`config.mk`:
```
export PLATFORM = sky130hd
export DESIGN_NAME = perf_counter_sched_flat
export DESIGN_NICKNAME = d
export VERILOG_FILES = /design/src/rtl/perf_counter_sched_if.sv /design/src/rtl/perf_counter_sched.sv /design/src/flat_wrapper.sv
export SDC_FILE = /design/constraint.sdc
export NUM_CORES = 1
export LEC_CHECK = 0
export BUFFER_PORTS_ARGS = -buffer_cell sky130_fd_sc_hd__buf_4
export CAP_MARGIN = 20
export CORE_MARGIN = 5
export CORE_UTILIZATION = 47
export CTS_BUF_LIST = sky130_fd_sc_hd__clkbuf_16
export CTS_CLUSTER_SIZE = 24
export DETAILED_ROUTE_END_ITERATION = 10
export GPL_TIMING_DRIVEN = 0
export PLACE_DENSITY = 0.71
export SETUP_SLACK_MARGIN = 0.15
export SLEW_MARGIN = 10
export SYNTH_ARGS = -nofsm -noshare
export SYNTH_HDL_FRONTEND = slang
export SYNTH_SLANG_ARGS = --single-unit
```
`constraint.sdc`:
```
create_clock -name clk -period 12.9 [get_ports clk]
set_clock_uncertainty 0.05 [all_clocks]
set_input_delay 0.645 -clock clk [delete_from_list [all_inputs] [get_ports clk]]
set_output_delay 0.645 -clock clk [all_outputs]
set_load 0.05 [all_outputs]
```
`src/rtl/perf_counter_sched_if.sv`:
```
// Event, dump-stream and status signals of the shared performance-counter bank.
// The bench drives the master side; perf_counter_sched sits on the slave side.
interface perf_counter_sched_if #(
  parameter int NUM_SRC = 8,
  parameter int CNT_W   = 32
);
  localparam int IDX_W = $clog2(NUM_SRC);

  logic [NUM_SRC*2-1:0] evt_inc;
  logic                 dump_req;
  logic                 dump_valid;
  logic                 dump_ready;
  logic [IDX_W-1:0]     dump_idx;
  logic [CNT_W-1:0]     dump_data;
  logic                 dump_done;
  logic                 busy;
  logic [NUM_SRC-1:0]   lost;

  modport master (
    output evt_inc, dump_req, dump_ready,
    input  dump_valid, dump_idx, dump_data, dump_done, busy, lost
  );

  modport slave (
    input  evt_inc, dump_req, dump_ready,
    output dump_valid, dump_idx, dump_data, dump_done, busy, lost
  );
endinterface

```
`src/rtl/perf_counter_sched.sv`:
```
// Saturating per-source pending accumulators folded round-robin into a shared counter bank,
// with a drain-then-stream dump FSM. Optional PERF_CLEAR_ON_DUMP_EN: clear-on-read counters.
module perf_counter_sched #(
  parameter int NUM_SRC = 8,
  parameter int CNT_W   = 32,
  parameter int PEND_W  = 4
) (
  input logic clk,
  input logic rst,
  perf_counter_sched_if.slave bus
);
  localparam int IDX_W = $clog2(NUM_SRC);
  localparam logic [PEND_W-1:0] PEND_MAX   = '1;
  localparam logic [IDX_W:0]    DRAIN_LOAD = (IDX_W+1)'(NUM_SRC);
  localparam logic [IDX_W-1:0]  LAST_IDX   = IDX_W'(NUM_SRC-1);

  typedef enum logic [1:0] {IDLE, DRAIN, STREAM, DONE} stateT;

  stateT              state;
  logic [CNT_W-1:0]   counters [NUM_SRC];
  logic [PEND_W-1:0]  pend     [NUM_SRC];
  logic [PEND_W-1:0]  pendNext [NUM_SRC];
  logic [IDX_W-1:0]   rrPtr;
  logic [IDX_W:0]     drainCnt;
  logic [IDX_W-1:0]   dumpIdx;
  logic               dumpValid;
  logic               dumpDone;
  logic               busyReg;
  logic [NUM_SRC-1:0] lostReg;
  logic [NUM_SRC-1:0] lostSet;

  logic               schedEn;
  logic               doFold;
  logic               pickValid;
  logic [IDX_W-1:0]   pickIdx;
  logic [IDX_W-1:0]   cand;
  logic [PEND_W-1:0]  base;
  logic [PEND_W:0]    sum;
  logic               handshake;

  assign schedEn   = (state == IDLE) || (state == DRAIN);
  assign doFold    = schedEn && pickValid;
  assign handshake = dumpValid && bus.dump_ready;

  // Round-robin pick: scanning downward lets the closest non-empty source after rrPtr win.
  always_comb begin
    pickValid = 1'b0;
    pickIdx   = '0;
    cand      = '0;
    for (int k = NUM_SRC-1; k >= 0; k--) begin
      cand = rrPtr + IDX_W'(k);
      if (pend[cand] != '0) begin
        pickValid = 1'b1;
        pickIdx   = cand;
      end
    end
  end

  // A folded source restarts from zero but still keeps this cycle's increment.
  always_comb begin
    lostSet = '0;
    base    = '0;
    sum     = '0;
    for (int i = 0; i < NUM_SRC; i++) begin
      base = (doFold && (pickIdx == IDX_W'(i))) ? '0 : pend[i];
      sum  = {1'b0, base} + (PEND_W+1)'(bus.evt_inc[2*i +: 2]);
      if (sum > {1'b0, PEND_MAX}) begin
        pendNext[i] = PEND_MAX;
        lostSet[i]  = 1'b1;
      end else begin
        pendNext[i] = sum[PEND_W-1:0];
      end
    end
  end

  always_ff @(posedge clk) begin
    if (rst) begin
      state     <= IDLE;
      rrPtr     <= '0;
      drainCnt  <= '0;
      dumpIdx   <= '0;
      dumpValid <= 1'b0;
      dumpDone  <= 1'b0;
      busyReg   <= 1'b0;
      lostReg   <= '0;
      for (int i = 0; i < NUM_SRC; i++) begin
        counters[i] <= '0;
        pend[i]     <= '0;
      end
    end else begin
      for (int i = 0; i < NUM_SRC; i++) begin
        pend[i] <= pendNext[i];
      end
      lostReg <= lostReg | lostSet;

      if (doFold) begin
        counters[pickIdx] <= counters[pickIdx] + CNT_W'(pend[pickIdx]);
        rrPtr             <= pickIdx + IDX_W'(1);
      end

      case (state)
        IDLE: begin
          if (bus.dump_req) begin
            state    <= DRAIN;
            drainCnt <= DRAIN_LOAD;
            busyReg  <= 1'b1;
          end
        end

        // Folding continues here long enough for every pre-request event to land.
        DRAIN: begin
          if (drainCnt == '0) begin
            state     <= STREAM;
            dumpIdx   <= '0;
            dumpValid <= 1'b1;
          end else begin
            drainCnt <= drainCnt - 1'b1;
          end
        end

        STREAM: begin
          if (handshake) begin
`ifdef PERF_CLEAR_ON_DUMP_EN
            counters[dumpIdx] <= '0;
`endif
            if (dumpIdx == LAST_IDX) begin
              state     <= DONE;
              dumpValid <= 1'b0;
              dumpDone  <= 1'b1;
              dumpIdx   <= '0;
            end else begin
              dumpIdx <= dumpIdx + IDX_W'(1);
            end
          end
        end

        DONE: begin
          state    <= IDLE;
          dumpDone <= 1'b0;
          busyReg  <= 1'b0;
`ifdef PERF_CLEAR_ON_DUMP_EN
          lostReg  <= lostSet;
`endif
        end

        default: state <= IDLE;
      endcase
    end
  end

  assign bus.dump_valid = dumpValid;
  assign bus.dump_idx   = dumpIdx;
  assign bus.dump_data  = counters[dumpIdx];
  assign bus.dump_done  = dumpDone;
  assign bus.busy       = busyReg;
  assign bus.lost       = lostReg;
endmodule

```
`src/flat_wrapper.sv`:
```
// flat-port wrapper written by rule: the top's interface ports become plain ports
module perf_counter_sched_flat 
#(
  parameter int NUM_SRC = 8,
  parameter int CNT_W   = 32,
  parameter int PEND_W  = 4
)
  (clk, rst, bus_evt_inc, bus_dump_req, bus_dump_ready, bus_dump_valid, bus_dump_idx, bus_dump_data, bus_dump_done, bus_busy, bus_lost);
  perf_counter_sched_if #(.NUM_SRC(NUM_SRC), .CNT_W(CNT_W)) bus_i ();
  input logic clk;
  input logic rst;
  input wire logic [$bits(bus_i.evt_inc)-1:0] bus_evt_inc;
  input wire logic [$bits(bus_i.dump_req)-1:0] bus_dump_req;
  input wire logic [$bits(bus_i.dump_ready)-1:0] bus_dump_ready;
  output wire logic [$bits(bus_i.dump_valid)-1:0] bus_dump_valid;
  output wire logic [$bits(bus_i.dump_idx)-1:0] bus_dump_idx;
  output wire logic [$bits(bus_i.dump_data)-1:0] bus_dump_data;
  output wire logic [$bits(bus_i.dump_done)-1:0] bus_dump_done;
  output wire logic [$bits(bus_i.busy)-1:0] bus_busy;
  output wire logic [$bits(bus_i.lost)-1:0] bus_lost;
  assign bus_i.evt_inc = bus_evt_inc;
  assign bus_i.dump_req = bus_dump_req;
  assign bus_i.dump_ready = bus_dump_ready;
  assign bus_dump_valid = bus_i.dump_valid;
  assign bus_dump_idx = bus_i.dump_idx;
  assign bus_dump_data = bus_i.dump_data;
  assign bus_dump_done = bus_i.dump_done;
  assign bus_busy = bus_i.busy;
  assign bus_lost = bus_i.lost;
  perf_counter_sched #(.NUM_SRC(NUM_SRC), .CNT_W(CNT_W), .PEND_W(PEND_W)) u_core (.clk(clk), .rst(rst), .bus(bus_i));
endmodule
```
==> results of run 1 <==
[cell usage in the layout (no fill, tap or decap), types with 39 or more instances in the layout]
cell      instances
nor3_1           47
clkbuf_1         71
mux2i_1         130
inv_1            43
dfxtp_1          61
buf_4            67
nand3_1          39
mux2_2           70
nand2_1         223
a21oi_1          66
mux4_2           81
edfxtp_1        256
nor2_1          219
[registers in the layout (all words and copies together), names as in the netlist, named ones only]
name	count
u_core.counters	256
u_core.pend	32
u_core.bus.lost	8
u_core.drainCnt	4
u_core.bus.dump_idx	3
u_core.rrPtr	3
u_core.state	2
u_core.bus.busy	1
u_core.bus.dump_done	1
u_core.bus.dump_valid	1
[worst paths after layout]
kind	to	depth (start not counted)
worst min register to register	u_core.bus.lost[6]	2
worst max-delay path	u_core.counters[4][16]	29
worst max register to register	u_core.counters[4][16]	29
worst min-delay path	u_core.bus.dump_valid	4
[per-layer routing]
metal | vias to the layer above | GRT usage, % | routed length [microns]
met2 | 1043 | 44.6 | 29100
met3 | 229 | 6.29 | 7050
met5 | - | 0 | 0
met4 | 0 | 12.8 | 3270
li1 | 6817 | - | -
met1 | 7626 | 35.1 | 23300
[cell families (layout without fill, tap and decap cells)]
family / count (synthesis) / after routing
xor+xnor: 24 / 24
buf+inv: 161 / 303
flops: 317 / 317
simple gates: 700 / 700
fa+ha+maj: 44 / 44
compound gates: 226 / 226
mux: 281 / 281
other cells: 0 / 1
[worst reg2reg max path, delay by kind of cell, from the launching register on]
| family | cells | cell delay [ps] |
|---|---|---|
| and+or+nand+nor | 8 | 2050 |
| DFF | 1 | 370 |
| xor gates and xnor gates | 1 | 590 |
| muxes | 3 | 1030 |
| buffers and inverters | 11 | 4640 |
| AOI/OAI and AO/OA | 3 | 540 |
| adders and majority gates | 3 | 990 |
[through the flow]
step | cells | worst slack [ps]
floorplan | 1753 | 5740
global placement | 2349 | 2650
detailed placement | 2360 | 2600
CTS | 2426 | 2610
global route | 2427 | 1830
finish | 2428 | 2360
[layout make-up]
| cell class | instances | share of cell area [%] |
|---|---|---|
| Antenna cell | 1 | 0.0115 |
| Buffer | 126 | 2.56 |
| Clock buffer | 38 | 4.37 |
| Clock inverter | 28 | 0.793 |
| Inverter | 35 | 0.632 |
| Multi-Input combinational cell | 1275 | 44.5 |
| Sequential cell | 317 | 40.9 |
| Tap cell | 532 | 3.06 |
| Timing Repair Buffer | 76 | 3.20 |
==> summary.md, run 1 <==
| Metric | Value |
|---|---|
| Top-area cell type share of the netlist area | `between 30% and 40%` |
| DRT antenna net count | `0` |
| H-tree depth | `2` |
| Reg area | `0.00891 sq mm` |
| Layout cells sized above 1 | `17.8%` |
| Die Y | `213 microns` |
| CTS Buf Count | `38` |
| # DRC | `0` |
| Critical path launch point | `u_core.rrPtr[1]` |
| Synth warn | `0` |
| Sequential share of the synthesized area | `46.2%` |
| Worst EP required | `13130 ps` |
| Clock Latency Late Sink | `~570 ps` |
| Min-delay worst type | `in -> reg` |
| Worst Tran Pin Value | `around 1200 ps` |
| Worst Path Arrival | `around 11000 ps` |
| Worst r2r src | `u_core.rrPtr[1]` |
| Area of the multi-input gates | `0.00969 sq mm` |
| Compound-cell area share of the yosys netlist | `8.01%` |
| Critical Path Source Type | `flip-flop` |
| Post-Route WL | `approximately 63 mm` |
| Fin. Hold Viols | `0` |
| Gpl congestion | `0.958` |
| Rows | `74` |
| Adder-cell area share of the yosys netlist | `between 3 and 4%` |
| Via Count | `15700` |
| Final Instance Area | `approximately 0.022 sq mm` |
| Chip Width | `213 microns` |
| RSZ-0062 raised after global routing | `no` |
| Top delay family on crit path | `buffers and inverters` |
| Area delta synth->final | `13.0%` |
| Most frequent cells after synthesis | `256 x edfxtp_1, 223 x nand2_1, 219 x nor2_1, 130 x mux2i_1, 81 x mux4_2` |
| Cts repair resizes | `0` |
| Post-DP Area | `between 0.02 and 0.025 sq mm` |
| Nets | `a little under 2000` |
| Cells after Synth | `1753` |
| Setup slack, reg-to-reg | `approximately 2400 ps` |
| Drt first pass iters | `6` |
| WS Path Type | `reg -> reg` |
| Synth Area in XOR/XNOR | `1.09%` |
| Post-CTS Hold Fix Bufs | `0` |
| Crit share post-route | `81.7%` |
| DR WL/cell | `25.8 microns` |
| Initial detailed-routing violation count | `approximately 2000` |
| Final TNS setup | `0 ps` |
| CP max stage cell | `nor4_1` |
| F_max | `94.9 MHz` |
| Top post-synthesis cells by area | `edfxtp_1 40%, mux4_2 9.5%, mux2i_1 6.8%, dfxtp_1 6.3%, nand2_1 4.3%` |
| Hold Crit Start | `bus_dump_ready` |
| Gr usage total | `27.5%` |
| Core region area | `0.0407 sq mm` |
| Clock Pin Slew Worst Setup and Hold Paths | `60 ps` |
| Root Buffer Master | `clkbuf_16` |
| Critical Path Fanout Max | `11` |
| Netlist cell types | `80` |
| Worst slew margin | `22.4%` |
| Largest net degree at the start of global routing | `24` |
| Hold Worst Slack | `368 ps` |
| Simple-gate share of the synthesized area | `about 18%` |
| Main synth FF type | `edfxtp_1` |
| EDFF count, synth | `~260` |
| Vias in the first global route | `15400` |
| Mapped cell area | `0.0193 sq mm` |
| DP HPWL | `43.2 mm` |
| Die area | `0.0452 sq mm` |
| Status | `finished clean` |
| Top-count cell post-synth | `edfxtp_1` |
| Buffers on Ports | `64` |
| Overflow left after global routing | `0` |
| Worst Setup End Kind | `flip-flop` |
| Largest family of logic cells by synthesized area | `multiplexers` |
| Synth async-reset ratio | `0%` |
| Pins Over Slew Limit | `0` |
| CTS Sinks | `317` |
| Io pins | `66` |
| Setup Fix Bufs, Post-CTS | `0` |
| Drt via density | `6.47` |
| Yosys reg bits | `317` |
| Synthesized net count | `1817` |
| Max-Cap Viols | `0` |
| Worst path max stage delay | `960 ps` |
| Layout fillers | `3550` |
| Bufs and invs on worst path | `11` |
| TritonCTS clock tree | `yes` |
| Post-synthesis mux area share | `20.3%` |
| Post-layout util | `53.5%` |
| CTS Buffer Depth | `3` |
| Cell accounting for the most synthesized area | `edfxtp_1` |
| # setup viols final | `0` |
| First-pass GRT wire length | `93.3 mm` |
| Initial antenna violation count | `0` |
| Initial Utilization | `around 47%` |
| Post-layout minimum cycle time | `10540 ps` |
| Syn_area_per_cell | `11.0 sq um` |
Power of run 1 is left out: the tool's default activity adds up to more than one toggle a clock period on the data nets, which glitch-free logic cannot reach.
==> inputs of run 2 (changes only) <==
--- a/config.mk
+++ b/config.mk
@@ -13,7 +13,7 @@
 export CTS_CLUSTER_SIZE = 24
 export DETAILED_ROUTE_END_ITERATION = 10
 export GPL_TIMING_DRIVEN = 0
-export PLACE_DENSITY = 0.71
+export PLACE_DENSITY = 0.74
 export SETUP_SLACK_MARGIN = 0.15
 export SLEW_MARGIN = 10
 export SYNTH_ARGS = -nofsm -noshare
==> constraint.sdc (replaced) <==
create_clock -name clk -period 8.8 [get_ports clk]
set_clock_uncertainty 0.05 [all_clocks]
set_input_delay 0.44 -clock clk [delete_from_list [all_inputs] [get_ports clk]]
set_output_delay 0.44 -clock clk [all_outputs]
set_load 0.05 [all_outputs]
==> run 2 against run 1 <==
Die area unchanged. Register-to-register slack got worse by 1800 ps. Cell count unchanged. Critical endpoint is now u_core.counters[1][20]. Highest routed layer unchanged.
==> summary.md, run 2 (synthesized netlist as in run 1, its figures left out) <==
| Metric | Value |
|---|---|
| DR WL/cell | `25.5 microns` |
| Rows | `74` |
| Initial detailed-routing violation count | `1834` |
| Reg area | `0.00891 sq mm` |
| CP max stage cell | `mux4_2` |
| Io pins | `66` |
| Worst Path Arrival | `8580 ps` |
| Status | `finished clean` |
| DP HPWL | `42.9 mm` |
| Largest Register | `u_core.counters` |
| First-pass GRT wire length | `around 93 mm` |
| Worst Setup End Kind | `flip-flop` |
| Die Y | `213 microns` |
| Root Buffer Master | `clkbuf_16` |
| Final TNS setup | `0 ps` |
| TritonCTS clock tree | `yes` |
| Post-layout util | `a little over half` |
| Min-delay worst type | `in -> reg` |
| Crit-path most repeated cell | `buf_2` |
| CTS Sinks | `around 320` |
| Nets | `1932` |
| Buffers on Ports | `64` |
| Pins Over Slew Limit | `0` |
| Gr usage total | `27.1%` |
| Layout fillers | `around 3500` |
| Most frequent cells in the layout | `256 x edfxtp_1, 223 x nand2_1, 219 x nor2_1, 130 x mux2i_1, 81 x mux4_2` |
| Core region area | `0.0407 sq mm` |
| Die area | `about 0.045 sq mm` |
| Vias in the first global route | `about 16000` |
| Fin. Hold Viols | `0` |
| Drt via density | `6.49` |
| Ant. Diodes | `0` |
| RSZ-0062 raised after global routing | `no` |
| Worst slew margin | `25.2%` |
| F_max | `between 100 and 150 MHz` |
| Max reg flops | `256` |
| Post-CTS Hold Fix Bufs | `0` |
| CTS Buffer Depth | `3` |
| Critical Path Source Type | `flip-flop` |
| Layout cells sized above 1 | `between 10% and 20%` |
| Critical Path Fanout Max | `10` |
| Chip Width | `213 microns` |
| Clock Latency Late Sink | `560 ps` |
| Overflow left after global routing | `0` |
| WS Path Type | `reg -> reg` |
| Final std cells w/o fill | `2428` |
| Worst EP required | `9150 ps` |
| Post-layout minimum cycle time | `8230 ps` |
| DRT antenna net count | `0` |
| # DRC | `0` |
| CTS Buf Count | `37` |
| Crit share post-route | `93.6%` |
| Area delta synth->final | `14.0%` |
| Largest net degree at the start of global routing | `24` |
| Clock Pin Slew Worst Setup and Hold Paths | `60 ps` |
| Area of the multi-input gates | `0.00975 sq mm` |
| Worst Tran Pin Value | `1120 ps` |
| Worst path max stage delay | `560 ps` |
| Gpl congestion | `0.928` |
| Via Count | `15800` |
| Initial antenna violation count | `1` |
| Most common cell after layout, fill and taps aside | `edfxtp_1` |
| Initial Utilization | `between 40% and 50%` |
| # setup viols final | `0` |
| Worst R2R Path Depth | `29` |
| Min-Delay Path Depth | `4` |
| H-tree depth | `2` |
| Placed cell count | `2358` |
| Max-Cap Viols | `0` |
| Drt first pass iters | `6` |
| Post-Route WL | `between 60 and 70 mm` |
[run 2: changes by cell type in the layout (fill, tap and decap cells not counted), moves of 3 or more]
cell and change:
clkbuf_2 +6, buf_1 -5, clkbuf_1 -5, inv_1 -5, xnor2_1 -4, xnor2_2 +4
clkinv_2 +3
[run 2: stage by stage]
step	setup WS [ps]	hold slack, ps	area (sq um)
4_1_cts	227	145	21900
3_5_place_dp	-1530	390	20600
3_3_place_gp	-1420	389	20400
5_1_grt	154	192	22000
6_report	565	169	22000
2_1_floorplan	1640	409	19300
[run 2: worst paths after layout]
kind                           start                     end  slack (ps)
hold / removal        bus_evt_inc[6]       u_core.pend[3][0]         170
setup reg to reg     u_core.rrPtr[0]  u_core.counters[1][20]         570
hold reg to reg   u_core.bus.lost[5]      u_core.bus.lost[5]         400
setup / recovery     u_core.rrPtr[0]  u_core.counters[1][20]         570
[run 2: critical path, delay by kind of cell (launching register included)]
family | cells | cell delay [ps]
buffers and inverters | 13 | 3400
DFF | 1 | 330
and+or+nand+nor | 5 | 1100
AOI/OAI and AO/OA | 6 | 1420
adders and majority gates | 3 | 990
muxes | 2 | 760
[run 2: final cells by class]
class | count | share of cell area, %
multi-input combinational | 1275 | 44.4
sequential | 317 | 40.6
clock buffer | 39 | 4.44
timing repair buffer | 78 | 3.41
tap | 532 | 3.03
buffer | 124 | 2.58
clock inverter | 28 | 0.934
inverter | 35 | 0.649
[run 2: repair_timing]
item,4_1_cts,5_1_grt
setup endpoints to repair,224,133
pin swaps,1,1
resized for setup,14,9
setup buffers,1,1
[run 2: layer usage]
layer | global-route usage (%) | part of all wire, %
met5 | 0 | 0
met4 | 12.4 | 5.3
met3 | 6.37 | 12
met2 | 44.3 | 47
met1 | 34.4 | 36
Power of run 2 is left out for the same reason.
